**config.mk**
```make
export PLATFORM = sky130hd
export DESIGN_NAME = stack_ctrl
export DESIGN_NICKNAME = d
export VERILOG_FILES = /design/src/rtl/stack_pkg.sv /design/src/rtl/stack_arb.sv /design/src/rtl/stack_ctrl.sv
export SDC_FILE = /design/constraint.sdc
export NUM_CORES = 1
export LEC_CHECK = 0
export BUFFER_PORTS_ARGS = -buffer_cell sky130_fd_sc_hd__buf_2
export CORE_MARGIN = 1
export CORE_UTILIZATION = 45
export CTS_BUF_LIST = sky130_fd_sc_hd__clkbuf_16
export DETAILED_ROUTE_END_ITERATION = 7
export PLACE_DENSITY = 0.76
export SLEW_MARGIN = 5
export SYNTH_ARGS = -nofsm -noshare
export SYNTH_HDL_FRONTEND = slang
export SYNTH_HIERARCHICAL = 1
export SYNTH_SLANG_ARGS = --single-unit
```
**constraint.sdc**
```tcl
create_clock -name clock -period 2.3 [get_ports clock]
set_clock_uncertainty 0.1 [all_clocks]
set_input_delay 0.345 -clock clock [delete_from_list [all_inputs] [get_ports clock]]
set_output_delay 0.345 -clock clock [all_outputs]
set_load 0.01 [all_outputs]
```
**src/rtl/stack_pkg.sv**
```systemverilog
// Shared definitions for the 8051 stack sequencer: op encodings, FSM states, default depth.
package stack_pkg;

  localparam int STACK_DEPTH = 8;

  localparam logic [1:0] OP_PUSH8  = 2'd0;
  localparam logic [1:0] OP_POP8   = 2'd1;
  localparam logic [1:0] OP_CALL16 = 2'd2;
  localparam logic [1:0] OP_RET16  = 2'd3;

  typedef enum logic [2:0] {
    IDLE,
    PUSH_LO,
    PUSH_HI,
    POP_A,
    POP_B,
    POP_CAP,
    RESP
  } state_e;

  function automatic logic op_is_push(input logic [1:0] op);
    return (op == OP_PUSH8) || (op == OP_CALL16);
  endfunction

  function automatic logic op_is_wide(input logic [1:0] op);
    return (op == OP_CALL16) || (op == OP_RET16);
  endfunction

endpackage

```
**src/rtl/stack_arb.sv**
```systemverilog
// Fixed-priority (irq over core) request arbiter with latch of the accepted request.
module stack_arb
  import stack_pkg::*;
(
  input  logic        clock,
  input  logic        reset,
  input  logic        grant_en,
  input  logic        irq_valid,
  input  logic [15:0] irq_pc,
  input  logic        core_valid,
  input  logic [1:0]  core_op,
  input  logic [15:0] core_data,
  output logic        irq_ready,
  output logic        core_ready,
  output logic        win_valid,
  output logic [1:0]  win_op,
  output logic [1:0]  req_op,
  output logic [15:0] req_data,
  output logic        req_src
);

  logic [15:0] win_data;

  always_comb begin
    irq_ready  = grant_en & irq_valid;
    core_ready = grant_en & core_valid & ~irq_valid;
    win_valid  = irq_ready | core_ready;
    win_op     = irq_valid ? OP_CALL16 : core_op;
    win_data   = irq_valid ? irq_pc : core_data;
  end

  always_ff @(posedge clock or negedge reset) begin
    if (!reset) begin
      req_op   <= OP_PUSH8;
      req_data <= '0;
      req_src  <= 1'b0;
    end else if (win_valid) begin
      req_op   <= win_op;
      req_data <= win_data;
      req_src  <= irq_ready;
    end
  end

endmodule

```
**src/rtl/stack_ctrl.sv**
```systemverilog
// Stack sequencer: splits PUSH8/POP8/CALL16/RET16 into byte accesses with occupancy checks.
// Optional high-water mark tracking enabled by defining STACK_CTRL_HIGHWATER_EN.
module stack_ctrl
  import stack_pkg::*;
#(
  parameter int DEPTH = STACK_DEPTH,
  parameter int OCC_W = 4
) (
  input  logic             clock,
  input  logic             reset,
  input  logic             core_valid,
  input  logic [1:0]       core_op,
  input  logic [15:0]      core_data,
  output logic             core_ready,
  input  logic             irq_valid,
  input  logic [15:0]      irq_pc,
  output logic             irq_ready,
  output logic             rsp_valid,
  output logic             rsp_src,
  output logic             rsp_err,
  output logic [15:0]      rsp_data,
  output logic [OCC_W-1:0] occupancy,
  output logic             stk_enable,
  output logic             stk_pushpop,
  output logic [7:0]       stk_data_in,
  input  logic [7:0]       stk_data_out
`ifdef STACK_CTRL_HIGHWATER_EN
  ,
  output logic [OCC_W-1:0] hw_mark,
  input  logic             hw_clear
`endif
);

  localparam logic [OCC_W:0] DEPTH_X = (OCC_W+1)'(DEPTH);

  state_e          state, state_nxt;
  logic            win_valid;
  logic [1:0]      win_op;
  logic [1:0]      req_op;
  logic [15:0]     req_data;
  logic            req_src;
  logic [OCC_W:0]  occ_ext, need;
  logic            reject;
  logic            err_q;
  logic [15:0]     data_q;
  logic [OCC_W-1:0] occ_nxt;

  stack_arb u_arb (
    .clock      (clock),
    .reset      (reset),
    .grant_en   (state == IDLE),
    .irq_valid  (irq_valid),
    .irq_pc     (irq_pc),
    .core_valid (core_valid),
    .core_op    (core_op),
    .core_data  (core_data),
    .irq_ready  (irq_ready),
    .core_ready (core_ready),
    .win_valid  (win_valid),
    .win_op     (win_op),
    .req_op     (req_op),
    .req_data   (req_data),
    .req_src    (req_src)
  );

  // Checks use the incoming winner so a rejected request never leaves IDLE for a stack state.
  always_comb begin
    occ_ext = {1'b0, occupancy};
    need    = op_is_wide(win_op) ? (OCC_W+1)'(2) : (OCC_W+1)'(1);
    if (op_is_push(win_op)) reject = (occ_ext + need) > DEPTH_X;
    else                    reject = occ_ext < need;
  end

  always_ff @(posedge clock or negedge reset) begin
    if (!reset) state <= IDLE;
    else        state <= state_nxt;
  end

  always_comb begin
    state_nxt = state;
    unique case (state)
      IDLE:    if (win_valid) begin
                 if (reject)                 state_nxt = RESP;
                 else if (op_is_push(win_op)) state_nxt = PUSH_LO;
                 else                        state_nxt = POP_A;
               end
      PUSH_LO: state_nxt = (req_op == OP_CALL16) ? PUSH_HI : RESP;
      PUSH_HI: state_nxt = RESP;
      POP_A:   state_nxt = (req_op == OP_RET16) ? POP_B : POP_CAP;
      POP_B:   state_nxt = POP_CAP;
      POP_CAP: state_nxt = RESP;
      RESP:    state_nxt = IDLE;
      default: state_nxt = IDLE;
    endcase
  end

  always_comb begin
    stk_enable  = 1'b0;
    stk_pushpop = 1'b0;
    stk_data_in = '0;
    rsp_valid   = 1'b0;
    rsp_src     = 1'b0;
    rsp_err     = 1'b0;
    rsp_data    = '0;
    occ_nxt     = occupancy;
    unique case (state)
      PUSH_LO: begin
        stk_enable  = 1'b1;
        stk_pushpop = 1'b1;
        stk_data_in = req_data[7:0];
        occ_nxt     = occupancy + OCC_W'(1);
      end
      PUSH_HI: begin
        stk_enable  = 1'b1;
        stk_pushpop = 1'b1;
        stk_data_in = req_data[15:8];
        occ_nxt     = occupancy + OCC_W'(1);
      end
      POP_A, POP_B: begin
        stk_enable = 1'b1;
        occ_nxt    = occupancy - OCC_W'(1);
      end
      RESP: begin
        rsp_valid = 1'b1;
        rsp_src   = req_src;
        rsp_err   = err_q;
        rsp_data  = data_q;
      end
      default: ;
    endcase
  end

  // The high byte of a RET16 comes off first; the low byte is captured last.
  always_ff @(posedge clock or negedge reset) begin
    if (!reset) begin
      occupancy <= '0;
      err_q     <= 1'b0;
      data_q    <= '0;
    end else begin
      occupancy <= occ_nxt;
      if (state == IDLE && win_valid) begin
        err_q  <= reject;
        data_q <= '0;
      end
      if (state == POP_B)   data_q[15:8] <= stk_data_out;
      if (state == POP_CAP) data_q[7:0]  <= stk_data_out;
    end
  end

`ifdef STACK_CTRL_HIGHWATER_EN
  always_ff @(posedge clock or negedge reset) begin
    if (!reset)                                hw_mark <= '0;
    else if (hw_clear || (occ_nxt > hw_mark))  hw_mark <= occ_nxt;
  end
`endif

endmodule

```
Word-level counts from Yosys, hierarchy flattened
Cells that the tools add are included.
{"block": "totals", "register_bits": 43, "in_bits": 46, "out_inout_bits": 35, "word_cells": 62}
{"block": "op_classes", "add_sub_neg": 3, "n_lt_le_gt_ge": 2, "n_eq_ne": 11, "muxes": 21, "n_bitwise": 5, "n_reduce_logical": 12}
{"op": "$mux 16", "n": 3}
{"op": "$mux 8", "n": 2}
{"op": "$pmux 8 s2", "n": 1}
{"op": "$pmux 3 s5", "n": 1}
{"op": "$eq 3x3->1 const B", "n": 3}
{"op": "$mux 3", "n": 3}
{"op": "$eq 2x2->1 const B", "n": 4}
{"op": "$pmux 4 s2", "n": 1}
{"op": "$mux 1", "n": 7}
{"op": "$eq 3x2->1 const B", "n": 2}
{"op": "$mux 2", "n": 3}
{"op": "$reduce_bool 2->1", "n": 3}
{"op": "$reduce_or 2->1", "n": 3}
{"op": "$add 4x2->5", "n": 1}
{"op": "$gt 5x4->1 const B", "n": 1}
{"op": "$add 4x1->4 const B", "n": 1}
{"op": "$lt 4x2->1", "n": 1}
{"op": "$reduce_or 4->1", "n": 1}
{"op": "$sub 4x1->4 const B", "n": 1}
{"op": "$and 1x1->1", "n": 3}
{"op": "$eq 3x1->1 const B", "n": 1}
{"op": "$logic_not 3->1", "n": 1}
{"op": "$logic_not 2->1", "n": 1}
{"op": "$logic_or 1x1->1", "n": 2}
{"op": "4 further kinds", "n": 4}

Longest topological paths before layout
{"block": "logic_depth", "depth_word": 10, "ltp_mapped": 9, "depth_no_buf": 8}

Modules after synthesis
The synthesis kept the hierarchy.
{"module": "stack_ctrl", "n_inst": 1, "cells_each": 147, "area_per_inst_um2": 1411.4, "seq_area_each_um2": 600.6}
{"module": "stack_arb", "n_inst": 1, "cells_each": 91, "area_per_inst_um2": 907.1, "seq_area_each_um2": 475.5}

Worst setup path before layout
Ideal clock, no wire load.
{"block": "synth_path", "path_kind": "input -> register", "start": "input port irq_valid", "end": "register err_q", "setup_time_ps": 156, "arrival_ps": 2259, "required_ps": 2044, "setup_slack_ps": -215, "stages": 8, "n_path_buf": 2, "path_cell_list": "clkbuf_1 -> or2_1 -> clkbuf_1 -> fa_1 -> or4_1 -> o31a_1 -> a21oi_2 -> a31oi_1"}
{"block": "synth_via", "elab_chain_len": 7, "elab_cells_between_ends": 16, "classes_between": "add/sub (1); order compare (2); eq/ne (2); mux (3); bitwise (4); reduce/logical (4)"}
{"element": "start, declared", "line_no": "stack_ctrl.sv:15", "source": "input logic irq_valid,"}
{"element": "$mux 2 *", "line_no": "stack_arb.sv:28", "source": "win_op = irq_valid ? OP_CALL16 : core_op;"}
{"element": "net win_op[1]", "line_no": "stack_ctrl.sv:38", "source": "logic [1:0] win_op;"}
{"element": "$eq 2x2->1 (on tied branches)", "line_no": "stack_pkg.sv:22, stack_pkg.sv:26"}
{"element": "$logic_or 1x1->1", "line_no": "stack_pkg.sv:26", "source": "return (op == OP_CALL16) || (op == OP_RET16);"}
{"element": "$mux 2", "line_no": "stack_ctrl.sv:69", "source": "need = op_is_wide(win_op) ? (OCC_W+1)'(2) : (OCC_W+1)'(1);"}
{"element": "$add 4x2->5", "line_no": "stack_ctrl.sv:70", "source": "if (op_is_push(win_op)) reject = (occ_ext + need) > DEPTH_X;"}
{"element": "$gt 5x4->1", "line_no": "stack_ctrl.sv:70"}
{"element": "$mux 1 *", "line_no": "stack_ctrl.sv:70"}
{"element": "end signal, assigned", "line_no": "stack_ctrl.sv:142", "source": "err_q <= reject;"}
{"element": "end, declared", "line_no": "stack_ctrl.sv:44", "source": "logic err_q;"}
The timed path passes the listed nets; every way through them passes the cells marked *.
A chain may end at the register's enable or synchronous reset.

Worst setup path after layout
{"block": "layout_path", "start": "input port core_op[1]", "end": "register state[0]"}
{"block": "layout_via", "elab_chain_len": 10, "elab_cells_between_ends": 14, "classes_between": "add/sub (1); order compare (2); eq/ne (2); mux (6); reduce/logical (3)"}
{"element": "start, declared", "line_no": "stack_ctrl.sv:12", "source": "input logic [1:0] core_op,"}
{"element": "$mux 2 *", "line_no": "stack_arb.sv:28"}
{"element": "net win_op[1]", "line_no": "stack_ctrl.sv:38"}
{"element": "$eq 2x2->1 (on tied branches)", "line_no": "stack_pkg.sv:22, stack_pkg.sv:26"}
{"element": "$logic_or 1x1->1", "line_no": "stack_pkg.sv:26"}
{"element": "$mux 2", "line_no": "stack_ctrl.sv:69"}
{"element": "$add 4x2->5", "line_no": "stack_ctrl.sv:70"}
{"element": "$gt 5x4->1", "line_no": "stack_ctrl.sv:70"}
{"element": "$mux 1 *", "line_no": "stack_ctrl.sv:70"}
{"element": "$mux 3 *", "line_no": "stack_ctrl.sv:83", "source": "if (reject) state_nxt = RESP;"}
{"element": "$mux 3 *", "line_no": "stack_ctrl.sv:82", "source": "IDLE: if (win_valid) begin"}
{"element": "$pmux 3 s5 *", "line_no": "stack_ctrl.sv:81", "source": "unique case (state)"}
{"element": "end signal, assigned", "line_no": "stack_ctrl.sv:76", "source": "else state <= state_nxt;"}
{"element": "end, declared", "line_no": "stack_ctrl.sv:36", "source": "state_e state, state_nxt;"}
The timed path passes the listed nets; every way through them passes the cells marked *. The select of a mux whose other input is x is not followed.

==> results <==
- Summing over every cut layer, the via total after detailed routing is 2220.
- The horizontal extent of the die is about 74 um.
- After the first detailed-routing iteration, the DRC count stood at between 90 and 100.
- The I/O pin count is approximately 80.
- Timing would allow up to between 400 and 500 MHz.
- After legalization and detailed placement, the total HPWL measured roughly 4200 um.
- In the routed design, unresolved DRC markers number 0.
- From bottom edge to top edge, the die measures 73.8 um.
- The number of clock buffers added by TritonCTS is 5.
- The slew at the pin closest to its max-slew limit is 626 ps.
- The maximum root-to-sink buffer count is 2.
- The endpoint identified for the worst register-to-register timing path is occupancy[3].
- The global-route track usage on met1 is 34.4%.
- The launching point of the worst reg2reg path is state[1].
- The share of post-route cells with drive strength above 1 is 35.6%.
- The number of post-CTS setup repair buffers is 0.
- Leaving out filler cells and counting taps, the final layout contains 398.
- Summed over all failing endpoints, the final setup total negative slack is 0 ps.
- The initial antenna violation count came to 0.
- The maximum vdd ir drop is between 600 and 700 uV.
- The layout has 435 filler cells.
- The count of TritonRoute iterations in the first routing pass is 4.
- The flow ran to the end, and the final reports show no timing, DRC or antenna violations.
- For this run the aggregate overflow at the end of global routing stands at 0.
- The clock tree synthesis step divided the H-tree into 2 levels.
- The worst-case setup slack after placement is -183 ps.
- Dividing the final minimum period by the clock period gives 95.4%.
- Across all setup checks in the final design, the least slack found is 106 ps.
- The max-slew violation total from the final report is 0.
- The min-delay analysis places its worst path in the category in2async.
- Setup repair after global routing left no endpoint under its margin.
- After detailed routing, the number of vias per cell comes to around 5.6.
- After detailed routing, the total wire length is slightly above 6000 um.
- In this run the remaining antenna-violating nets after routing total 0.
- The placeable core region is ~0.0048 mm^2.
- Of the synthesized area, sequential elements account for a little under half.
- The share of the synthesized area in the top cell type is between 40% and 50%.
- In this run the static leakage power is around 1.5 nW.
- The headroom to the max-slew limit is around 58%.
- Buffers inserted to repair hold after CTS numbered 0.
- TritonCTS built the clock tree.
- The minimum period implied by the final worst setup slack is approximately 2200 ps.
- The first global-routing pass estimated ~10000 um of wire.
- In the post-synthesis netlist, the biggest area contributors are dfrtp_1 (46%), a22o_1 (6.0%), o32ai_1 (6.0%), nor2_1 (6.0%), and2_1 (5.4%).
- Entering global routing, the biggest net connects 44 pins.
- The net count of the mapped netlist is a little under 300.
- For this run, the share of the core covered by cells in the final layout is a little over three fifths.
- Max-cap violations in this run came to 0.
- The total of buffers placed on input and output ports is 80.
- 0 antenna diodes ended up in the layout.
- The total of cells resized after clock tree synthesis is 1.
- The start point of the critical path is core_op[1].
- The most critical setup path has its endpoint at state[0].
- Clock tree synthesis selected as its root buffer the cell clkbuf_16.
- The cell area after synthesis is 0.00232 mm^2.
- Setup violations remaining at the end of the flow were counted as 0.
- The biggest area consumer among synthesized cells is dfrtp_1.
- The final routed wire length divided by cell count is ~15 um.
- The met3 routing resource usage after global routing is under 10%.
- The number of synthesis warnings is 6.
- After global routing, the most crowded layer is met2.
- For this design the ratio of total power to cell area is around 1400 mW/mm^2.
- The worst-case register-to-register setup slack is 180 ps.
- The worst setup path is captured at a flip-flop.
- Of all nets on the critical path, the largest fanout is 4.
- The final layout contains about 380 nets.
- A synthesized cell averages 9.74 um^2.
- Across the whole layout, storage elements account for 0.00108 mm^2.
- Counting every instance in the synthesized netlist gives between 200 and 250.
- Global routing used about a quarter of the available tracks.
- For this configuration, the core starts out at a cell density of 47.8%.
- The number of placed instances with taps included is ~390.
- The count of final hold-check violations is 0.
- At the end of routability-driven placement, the weighted congestion stood at around 0.81.
- After clock tree synthesis, the clock-pin slew on the worst setup and hold paths is about 60 ps.
- The die outline area is between 0.005 and 0.006 mm^2.
- STA puts the critical path data arrival time at ~2300 ps.
- The number of global-route vias before repair is roughly 2100.
- The total power consumption of the routed design is 4.31 mW.
- The worst register-to-register path has a depth of 8.
- The sort of element at the start of the critical path is an input port.
- The critical path data required time is approximately 2400 ps.
- The number of rows in the core area is 25.
- The latest clock arrival within the worst-skew pair is 280 ps.
- The met2 global-route usage is between 30% and 40%.
- The area overhead of the layout relative to synthesis is 31.4%.
- The multi-input combinational cells in the finished layout cover a total of ~0.0012 mm^2.
- Counting every sink on the clock net gives 43.
- The critical path is of the in2reg type.
- The distinct cell type count after synthesis is 41.
- Counting flops and latches in the post-synthesis netlist gives 43.
-- synthesized netlist by cell type, drive strengths merged --
cell type,count
dfrtp,43
nor2,37
and2,20
a22o,16
o22ai,16
o32ai,16
clkbuf,10
nand2,10
a21oi,8
a22oi,8
buf,7
o21ai,5
nor2b,4
xnor2,4
ha,3
inv,3
nand2b,3
a211oi,2
a21o,2
fa,2
nand3,2
nor3,2
o21bai,2
or2,2
a21bo,1
a311o,1
a31oi,1
and3b,1
mux2i,1
o2111a,1
o21ba,1
o221ai,1
o31a,1
or4,1
xor2,1
-- per-stage QoR --
stage | instance area (um^2) | hold WS [ps]
after global routing | 3050 | 83.9
after global placement | 2900 | 352
after CTS | 3040 | 51.6
after floorplan | 2350 | -50.6
after detailed placement | 2900 | 351
final | 3050 | 35.8
-- routing by layer --
| metal | part of all wire, % | wire (um) |
|---|---|---|
| met3 | 5.5 | 337 |
| met2 | 50 | 3030 |
| met1 | 44 | 2710 |
| met5 | 0 | 0 |
| met4 | 0.34 | 21 |
-- flip-flops by register name (all words and copies together), names as in the netlist --
name / cells
data_q: 16
u_arb/req_src: 1
err_q: 1
occupancy: 4
state: 3
u_arb/req_data: 16
u_arb/req_op: 2
-- worst min-delay path by stage --
stage	slack, ps	to	cells after the start	startpoint
final	40	u_arb/req_data[11]	2	reset
after global routing	80	u_arb/req_data[13]	2	reset
after CTS	50	u_arb/req_data[4]	2	reset
after detailed placement	350	u_arb/req_data[11]	2	reset
after global placement	350	u_arb/req_data[11]	2	reset
after floorplan	-50	data_q[0]	0	reset
-- power breakdown --
part / switching, mW / total [mW] / internal, mW
Clock: 0.276 / 0.666 / 0.390
Sequential: 0.271 / 1.41 / 1.14
Combinational: 1.19 / 2.24 / 1.05
Total: 1.74 / 4.31 / 2.58
-- area by class of cell --
type                       count  share of cell area, %
tap                           67                   2.75
clock buffer                   5                   4.11
inverter                       3                  0.370
clock inverter                 2                  0.288
sequential                    43                   35.3
multi-input combinational    175                   38.3
timing repair buffer         103                   18.8
-- critical path: stages --
cell	delay [ps]
buf_2	120
or2_4	270
nor2b_2	130
fa_2	440
or4_1	480
o31a_1	130
a21oi_2	210
a311o_1	180
-- cell usage in the layout, fill, tap and decap left out, types with 2 or more instances in the layout --
cell,n
o32ai_1,16
a22oi_1,8
a211oi_1,2
clkbuf_16,5
o21ai_1,2
nor2b_1,2
and2_1,20
nand3_1,2
xnor2_1,4
buf_4,23
dfrtp_1,43
nand2b_1,3
nor2_1,37
nand2_1,9
o22ai_1,16
ha_1,3
o21bai_1,2
inv_1,2
nor2b_2,2
buf_2,80
a21oi_1,7
o21ai_0,3
a21o_1,2
a22o_1,16
-- cells by family after synthesis --
group / share of synthesized area [%]
compound gates: 26.7
simple gates: 17.1
flops: 46.4
buf+inv: 4.10
xor+xnor: 1.89
fa+ha+maj: 3.35
mux: 0.432
Note: power is estimated with default switching activity, not from simulation.
